===== src/rtl/uart_link_pkg.sv =====
// Shared constants, state encodings and helpers for the uart_link transceiver.
package uart_link_pkg;

   localparam int OVS        = 16;
   localparam int FRAME_BITS = 10;

   localparam logic [3:0] SAMPLE_LO  = 4'd7;
   localparam logic [3:0] SAMPLE_MID = 4'd8;
   localparam logic [3:0] SAMPLE_HI  = 4'd9;
   localparam logic [3:0] TICK_LAST  = 4'd15;

   typedef enum logic [2:0] {
      RX_IDLE  = 3'd0,
      RX_START = 3'd1,
      RX_DATA  = 3'd2,
      RX_STOP  = 3'd3,
      RX_BREAK = 3'd4
   } rx_state_t;

   typedef enum logic {
      TX_IDLE  = 1'b0,
      TX_SHIFT = 1'b1
   } tx_state_t;

   function automatic logic majority3(input logic [2:0] v);
      return (v[0] & v[1]) | (v[0] & v[2]) | (v[1] & v[2]);
   endfunction

endpackage


===== src/rtl/uart_tx_fifo.sv =====
// Byte FIFO in front of the UART transmitter; first-word-fall-through read so
// the head byte is available in the same cycle it is popped.
module uart_tx_fifo #(
   parameter int DEPTH = 8
) (
   input  logic       clk,
   input  logic       srst,
   input  logic       push,
   input  logic       pop,
   input  logic [7:0] din,
   output logic [7:0] dout,
   output logic       full,
   output logic       empty
);

   localparam int AW = $clog2(DEPTH);
   localparam logic [AW:0] PTR_ONE = (AW + 1)'(1);

   generate
      if (DEPTH < 2 || (DEPTH & (DEPTH - 1)) != 0) begin : g_bad_depth
         $error("uart_tx_fifo: DEPTH must be a power of 2 and >= 2");
      end
   endgenerate

   logic [7:0]  mem_q [DEPTH];
   logic [AW:0] wr_ptr_q, wr_ptr_d;
   logic [AW:0] rd_ptr_q, rd_ptr_d;

   // Extra MSB on each pointer distinguishes full from empty.
   assign empty = (wr_ptr_q == rd_ptr_q);
   assign full  = (wr_ptr_q[AW] != rd_ptr_q[AW]) &&
                  (wr_ptr_q[AW-1:0] == rd_ptr_q[AW-1:0]);
   assign dout  = mem_q[rd_ptr_q[AW-1:0]];

   always_comb begin
      wr_ptr_d = wr_ptr_q;
      rd_ptr_d = rd_ptr_q;
      if (push) begin
         wr_ptr_d = wr_ptr_q + PTR_ONE;
      end
      if (pop && !empty) begin
         rd_ptr_d = rd_ptr_q + PTR_ONE;
      end
   end

   always_ff @(posedge clk) begin
      if (srst) begin
         wr_ptr_q <= '0;
         rd_ptr_q <= '0;
      end else begin
         wr_ptr_q <= wr_ptr_d;
         rd_ptr_q <= rd_ptr_d;
      end
   end

   always_ff @(posedge clk) begin
      if (push) begin
         mem_q[wr_ptr_q[AW-1:0]] <= din;
      end
   end

endmodule


===== src/rtl/uart_link.sv =====
// 8N1 UART transceiver: 16x oversampled majority-vote receiver and a
// FIFO-buffered transmitter that sends queued bytes back to back.
module uart_link
   import uart_link_pkg::*;
#(
   parameter int CLK_FREQ = 50000000,
   parameter int BAUD     = 115200,
   parameter int OVS_DIV  = CLK_FREQ / (BAUD * OVS),
   parameter int TX_DEPTH = 8
) (
   input  logic       sys_clk,
   input  logic       sys_rst,
   input  logic       uart_rxd,
   output logic       uart_txd,
   output logic       uart_rec,
   output logic [7:0] uart_data_out,
   input  logic       uart_send,
   input  logic [7:0] uart_data_in,
   output logic       tx_ready,
   output logic       tx_busy,
   output logic       rx_frame_err,
   output logic       tx_drop
);

   localparam int OVS_W    = (OVS_DIV < 2) ? 1 : $clog2(OVS_DIV);
   localparam int BIT_CLKS = OVS * OVS_DIV;
   localparam int BAUD_W   = $clog2(BIT_CLKS);

   generate
      if (OVS_DIV < 2) begin : g_bad_div
         $error("uart_link: OVS_DIV must be >= 2");
      end
   endgenerate

   // ---------------- RX ----------------
   logic             rxd_meta_q, rxd_sync_q;
   rx_state_t        rx_state_q, rx_state_d;
   logic [OVS_W-1:0] rx_ovs_q, rx_ovs_d;
   logic [3:0]       rx_tick_q, rx_tick_d;
   logic [2:0]       rx_bit_q, rx_bit_d;
   logic [2:0]       rx_vote_q, rx_vote_d;
   logic [7:0]       rx_shift_q, rx_shift_d;
   logic [7:0]       rx_data_q, rx_data_d;
   logic             rx_rec_q, rx_rec_d;
   logic             rx_err_q, rx_err_d;
   logic             rx_tick_start, rx_tick_end;

   // Samples are taken on the first clock of a tick; bit boundaries move on its last clock.
   assign rx_tick_start = (rx_ovs_q == '0);
   assign rx_tick_end   = (rx_ovs_q == OVS_W'(OVS_DIV - 1));

   always_comb begin
      rx_state_d = rx_state_q;
      rx_ovs_d   = rx_ovs_q;
      rx_tick_d  = rx_tick_q;
      rx_bit_d   = rx_bit_q;
      rx_vote_d  = rx_vote_q;
      rx_shift_d = rx_shift_q;
      rx_data_d  = rx_data_q;
      rx_rec_d   = 1'b0;
      rx_err_d   = 1'b0;

      if (rx_state_q != RX_IDLE) begin
         if (rx_tick_end) begin
            rx_ovs_d  = '0;
            rx_tick_d = rx_tick_q + 4'd1;
         end else begin
            rx_ovs_d = rx_ovs_q + OVS_W'(1);
         end
      end

      case (rx_state_q)
         RX_IDLE: begin
            rx_ovs_d  = '0;
            rx_tick_d = '0;
            if (!rxd_sync_q) begin
               rx_state_d = RX_START;
            end
         end
         RX_START: begin
            if (rx_tick_start && rx_tick_q == SAMPLE_MID && rxd_sync_q) begin
               rx_state_d = RX_IDLE;
            end else if (rx_tick_end && rx_tick_q == TICK_LAST) begin
               rx_state_d = RX_DATA;
               rx_bit_d   = '0;
            end
         end
         RX_DATA: begin
            if (rx_tick_start) begin
               if (rx_tick_q == SAMPLE_LO)  rx_vote_d[0] = rxd_sync_q;
               if (rx_tick_q == SAMPLE_MID) rx_vote_d[1] = rxd_sync_q;
               if (rx_tick_q == SAMPLE_HI)  rx_vote_d[2] = rxd_sync_q;
            end
            if (rx_tick_end && rx_tick_q == TICK_LAST) begin
               rx_shift_d = {majority3(rx_vote_q), rx_shift_q[7:1]};
               rx_bit_d   = rx_bit_q + 3'd1;
               if (rx_bit_q == 3'd7) begin
                  rx_state_d = RX_STOP;
               end
            end
         end
         RX_STOP: begin
            if (rx_tick_start && rx_tick_q == SAMPLE_MID) begin
               if (rxd_sync_q) begin
                  rx_data_d  = rx_shift_q;
                  rx_rec_d   = 1'b1;
                  rx_state_d = RX_IDLE;
               end else begin
                  rx_err_d   = 1'b1;
                  rx_state_d = RX_BREAK;
               end
            end
         end
         RX_BREAK: begin
            if (rxd_sync_q) begin
               rx_state_d = RX_IDLE;
            end
         end
         default: rx_state_d = RX_IDLE;
      endcase
   end

   always_ff @(posedge sys_clk) begin
      if (sys_rst) begin
         rxd_meta_q <= 1'b1;
         rxd_sync_q <= 1'b1;
         rx_state_q <= RX_IDLE;
         rx_ovs_q   <= '0;
         rx_tick_q  <= '0;
         rx_bit_q   <= '0;
         rx_vote_q  <= '0;
         rx_shift_q <= '0;
         rx_data_q  <= '0;
         rx_rec_q   <= 1'b0;
         rx_err_q   <= 1'b0;
      end else begin
         rxd_meta_q <= uart_rxd;
         rxd_sync_q <= rxd_meta_q;
         rx_state_q <= rx_state_d;
         rx_ovs_q   <= rx_ovs_d;
         rx_tick_q  <= rx_tick_d;
         rx_bit_q   <= rx_bit_d;
         rx_vote_q  <= rx_vote_d;
         rx_shift_q <= rx_shift_d;
         rx_data_q  <= rx_data_d;
         rx_rec_q   <= rx_rec_d;
         rx_err_q   <= rx_err_d;
      end
   end

   assign uart_rec      = rx_rec_q;
   assign uart_data_out = rx_data_q;
   assign rx_frame_err  = rx_err_q;

   // ---------------- TX ----------------
   tx_state_t         tx_state_q, tx_state_d;
   logic [BAUD_W-1:0] tx_baud_q, tx_baud_d;
   logic [3:0]        tx_bit_q, tx_bit_d;
   logic [8:0]        tx_shift_q, tx_shift_d;
   logic              txd_q, txd_d;
   logic              tx_drop_q, tx_drop_d;
   logic              fifo_push, fifo_pop, fifo_full, fifo_empty;
   logic [7:0]        fifo_dout;

   uart_tx_fifo #(
      .DEPTH (TX_DEPTH)
   ) u_tx_fifo (
      .clk   (sys_clk),
      .srst  (sys_rst),
      .push  (fifo_push),
      .pop   (fifo_pop),
      .din   (uart_data_in),
      .dout  (fifo_dout),
      .full  (fifo_full),
      .empty (fifo_empty)
   );

   // The start bit goes straight into txd; the shifter holds data plus stop bit.
   always_comb begin
      tx_state_d = tx_state_q;
      tx_baud_d  = tx_baud_q;
      tx_bit_d   = tx_bit_q;
      tx_shift_d = tx_shift_q;
      txd_d      = txd_q;
      fifo_pop   = 1'b0;

      case (tx_state_q)
         TX_IDLE: begin
            txd_d = 1'b1;
            if (!fifo_empty) begin
               fifo_pop   = 1'b1;
               tx_shift_d = {1'b1, fifo_dout};
               txd_d      = 1'b0;
               tx_bit_d   = '0;
               tx_baud_d  = '0;
               tx_state_d = TX_SHIFT;
            end
         end
         TX_SHIFT: begin
            if (tx_baud_q == BAUD_W'(BIT_CLKS - 1)) begin
               tx_baud_d = '0;
               if (tx_bit_q == 4'(FRAME_BITS - 1)) begin
                  if (!fifo_empty) begin
                     fifo_pop   = 1'b1;
                     tx_shift_d = {1'b1, fifo_dout};
                     txd_d      = 1'b0;
                     tx_bit_d   = '0;
                  end else begin
                     txd_d      = 1'b1;
                     tx_state_d = TX_IDLE;
                  end
               end else begin
                  txd_d      = tx_shift_q[0];
                  tx_shift_d = {1'b1, tx_shift_q[8:1]};
                  tx_bit_d   = tx_bit_q + 4'd1;
               end
            end else begin
               tx_baud_d = tx_baud_q + BAUD_W'(1);
            end
         end
         default: tx_state_d = TX_IDLE;
      endcase

      fifo_push = uart_send && (!fifo_full || fifo_pop);
      tx_drop_d = uart_send && fifo_full && !fifo_pop;
   end

   always_ff @(posedge sys_clk) begin
      if (sys_rst) begin
         tx_state_q <= TX_IDLE;
         tx_baud_q  <= '0;
         tx_bit_q   <= '0;
         tx_shift_q <= '1;
         txd_q      <= 1'b1;
         tx_drop_q  <= 1'b0;
      end else begin
         tx_state_q <= tx_state_d;
         tx_baud_q  <= tx_baud_d;
         tx_bit_q   <= tx_bit_d;
         tx_shift_q <= tx_shift_d;
         txd_q      <= txd_d;
         tx_drop_q  <= tx_drop_d;
      end
   end

   assign uart_txd = txd_q;
   assign tx_ready = !fifo_full;
   assign tx_busy  = (tx_state_q != TX_IDLE) || !fifo_empty;
   assign tx_drop  = tx_drop_q;

endmodule


===== config.mk =====
export PLATFORM = sky130hd
export DESIGN_NAME = uart_link
export DESIGN_NICKNAME = d
export VERILOG_FILES = /design/src/rtl/uart_link_pkg.sv /design/src/rtl/uart_tx_fifo.sv /design/src/rtl/uart_link.sv
export SDC_FILE = /design/constraint.sdc
export NUM_CORES = 1
export LEC_CHECK = 0
export ABC_AREA = 1
export CAP_MARGIN = 20
export CORE_ASPECT_RATIO = 0.75
export CORE_MARGIN = 2
export CORE_UTILIZATION = 42
export CTS_BUF_LIST = sky130_fd_sc_hd__clkbuf_8
export CTS_CLUSTER_SIZE = 30
export DETAILED_ROUTE_END_ITERATION = 6
export HOLD_SLACK_MARGIN = 0.03
export SYNTH_ARGS = -nofsm -noshare
export SYNTH_HDL_FRONTEND = slang
export SYNTH_SLANG_ARGS = --single-unit

===== constraint.sdc =====
create_clock -name sys_clk -period 4.8 [get_ports sys_clk]
set_clock_uncertainty 0.05 [all_clocks]
set_input_delay 0.72 -clock sys_clk [delete_from_list [all_inputs] [get_ports sys_clk]]
set_output_delay 0.72 -clock sys_clk [all_outputs]
set_load 0.01 [all_outputs]

==> summary.txt <==
Logic synthesis
  • #FFs+latches synth: around 140
  • Ys Warns: 0
  • Post-synthesis mux area share: 0.00164
  • Synth cell count leaders: 197 x nand2_1, 74 x dfxtp_1, 72 x nor2_1
  • Post-Syn Area per Cell: between 8 and 9 um^2
  • Seq/Total Area, Yosys: 0.556
  • Top-count cell post-synth: nand2_1
  • Post-synthesis adder-cell area fraction: 0.0266
  • Post-synthesis cell count: roughly 700
  • Synth cell types: 35
  • EDFF count, synth: 64
  • Syn_nets: approximately 730
  • Xor and xnor area share after synthesis: 0.00981
  • Synth area leaders: edfxtp_1 31%, dfxtp_1 24%, nand2_1 12%
  • Simple-Gate Fraction of Synth Area: 0.278
  • Top_reg_cell synth: dfxtp_1
  • Compound-Gate Fraction of Synth Area: 0.0650
  • Largest area contributor in the netlist: edfxtp_1
  • Asr flop ratio synth: 0
  • Largest family of logic cells by synthesized area: simple AND/OR/NAND/NOR gates
  • Mapped Area: 6120 um^2
  • Top-area cell type share of the netlist area: 0.314

Clocking
  • Setup Buffers After CTS: 0
  • Clk pin slew, worst setup/hold paths: about 0.070 ns
  • CTS Sinks: between 100 and 150
  • Hold buffers post-CTS: 0
  • Worst skew pair latency: around 0.43 ns
  • Clock tree root buffer cell: clkbuf_8
  • Total CTS buffers: 17
  • H-tree levels: 4
  • Clock Path Buffers: 2
  • TritonCTS clock tree: done
  • # resized after CTS: 0

Detailed routing
  • Met3 wire len: roughly 800 um
  • DRC Markers: 0
  • Starting DRT DRC Count: about 350
  • WL met1: 6410 um
  • Via/cell ratio: around 5
  • Initial DRT Pass Iterations: 5
  • DRT antenna net count: 0
  • Per-cell routed wire length: about 13 um
  • Vias post-DR: roughly 4.6k
  • WL final: 12700 um
  • Top routing layer in use: met4
  • Met2 wire len: between 5000 and 6000 um

Cells and area
  • Filler cells: 1353
  • # nets final: 755
  • Layout cells sized above 1: 0.0903
  • Layout area overhead: 11.8%
  • Reg area: approximately 3400 um^2
  • Antenna cells: 0
  • Area of the multi-input gates: roughly 2300 um^2

Setup path
  • CP required: a little over 4 ns
  • Worst setup path class: reg -> out
  • Crit path DAT: roughly 2.1 ns
  • Critical path launch point type: flip-flop
  • Crit. End Element: primary output
  • Crit Path Max Fanout: 9

Power
  • PwrDens: roughly 390 nW/um^2
  • Leak Pwr: about 0.0028 uW
  • Worst IR Drop VDD: about 0.19 mV

Job
  • Max cap viols: 0

Floorplanning
  • Full die area: between 15000 and 20000 um^2
  • Top Ports: 26
  • Die H: ~110 um
  • Die Wd: 143 um
  • Starting Density: 0.426
  • Row count: 38
  • Core Area: 14400 um^2

Timing
  • Slew headroom: 0.273
  • Fin. max-slew vios: 0
  • Period utilization: 0.599
  • Period minus WS final: ~2.9 ns
  • Final worst setup slack: between 1.5 and 2 ns
  • Final setup fails: 0
  • Setup TNS: 0 ns
  • Fin. Hold Viols: 0
  • RSZ-0062 raised after global routing: false
  • Maximum clock rate: about 350 MHz
  • Worst slew pin tran: between 1 and 1.5 ns
  • Hold Worst Slack: 0.367 ns

GRT
  • GRT Total Usage: 0.176
  • Global route overflow: 0
  • Largest net degree at the start of global routing: just over 40
  • Initial antenna violation count: 0
  • Via count of the first global-routing pass: 4234
  • First-pass GRT wire length: roughly 21000 um

Placed design
  • Detailed Place HPWL: between 8000 and 9000 um
  • Pre-CTS setup slack: 2.02 ns
  • GP Congestion: 0.770
  • Buffers on Ports: 25

Run status
  • Status: completed

Worst hold path
  • HP Class: reg -> reg
## placed cells by master, fill, tap and decap left out, types with 17 or more instances in the layout
cell	instances
dfxtp_1	74
nor2_1	72
inv_1	57
edfxtp_1	64
a21oi_1	33
clkdlybuf4s50_1	25
nand2_1	197
clkbuf_8	17
o21ai_0	31
nand3_1	70
## critical path, cell delays in order, from the launching register on
cell	delay, ns
dfxtp_1	0.56
inv_2	0.07
nand2_1	0.08
nand2_2	0.08
inv_2	0.06
nand3_1	0.07
nor2_2	0.21
inv_1	0.08
clkdlybuf4s50_1	0.48
## where the power goes
part | internal (uW) | switching, uW | leakage [uW]
combinational | 176 | 377 | 0.00141
sequential | 1280 | 48.1 | 0.00118
clock | 387 | 412 | 0.000167
total | 1850 | 837 | 0.00276
## state kept, by name (all words and copies together) (netlist names), 3 cells and up, named ones only
register	count
tx_bit_q	4
u_tx_fifo.rd_ptr_q	4
rx_vote_q	3
tx_baud_q	9
rx_state_q	3
rx_ovs_q	5
rx_bit_q	3
uart_data_out	8
rx_tick_q	4
rx_shift_q	8
u_tx_fifo.mem_q	64
u_tx_fifo.wr_ptr_q	4
tx_shift_q	9
## stage by stage
step / utilization / std cells / area [um^2] / total power [uW]
2_1_floorplan: - / 708 / 6120 / 1770
3_3_place_gp: 0.453 / 910 / 6500 / 1900
3_5_place_dp: 0.453 / 910 / 6500 / 1910
4_1_cts: 0.475 / 941 / 6830 / 2700
5_1_grt: 0.476 / 942 / 6840 / 2850
6_report: 0.476 / 942 / 6840 / 2680
## kinds of logic (layout without fill, tap and decap cells)
family	after synthesis	after routing
AOI/OAI and AO/OA	75	75
muxes	1	1
adders and majority gates	13	13
and+or+nand+nor	383	383
DFF	138	138
xor gates and xnor gates	6	6
buffers and inverters	92	126
## worst paths after layout
kind,from,end,slack (ns),cells past startpoint
hold reg to reg,rxd_meta_q,rxd_sync_q,0.37,1
setup reg to reg,tx_baud_q[0],u_tx_fifo.mem_q[6][6],2.27,9
hold / removal,rxd_meta_q,rxd_sync_q,0.37,1
setup / recovery,u_tx_fifo.wr_ptr_q[0],tx_ready,1.92,8
## layer usage
metal  vias up  global-route usage
li1       2348                   -
met1      2147               0.262
met2       103               0.250
met3         8              0.0492
met4         0              0.0469
met5         -                   0
## layout make-up
type                       count  area share
clock buffer                  17      0.0342
tap                          200      0.0366
multi-input combinational    478       0.341
sequential                   138       0.498
inverter                      67      0.0368
clock inverter                14      0.0130
timing repair buffer          28      0.0410
No activity file was read; power rests on OpenSTA's default activity.
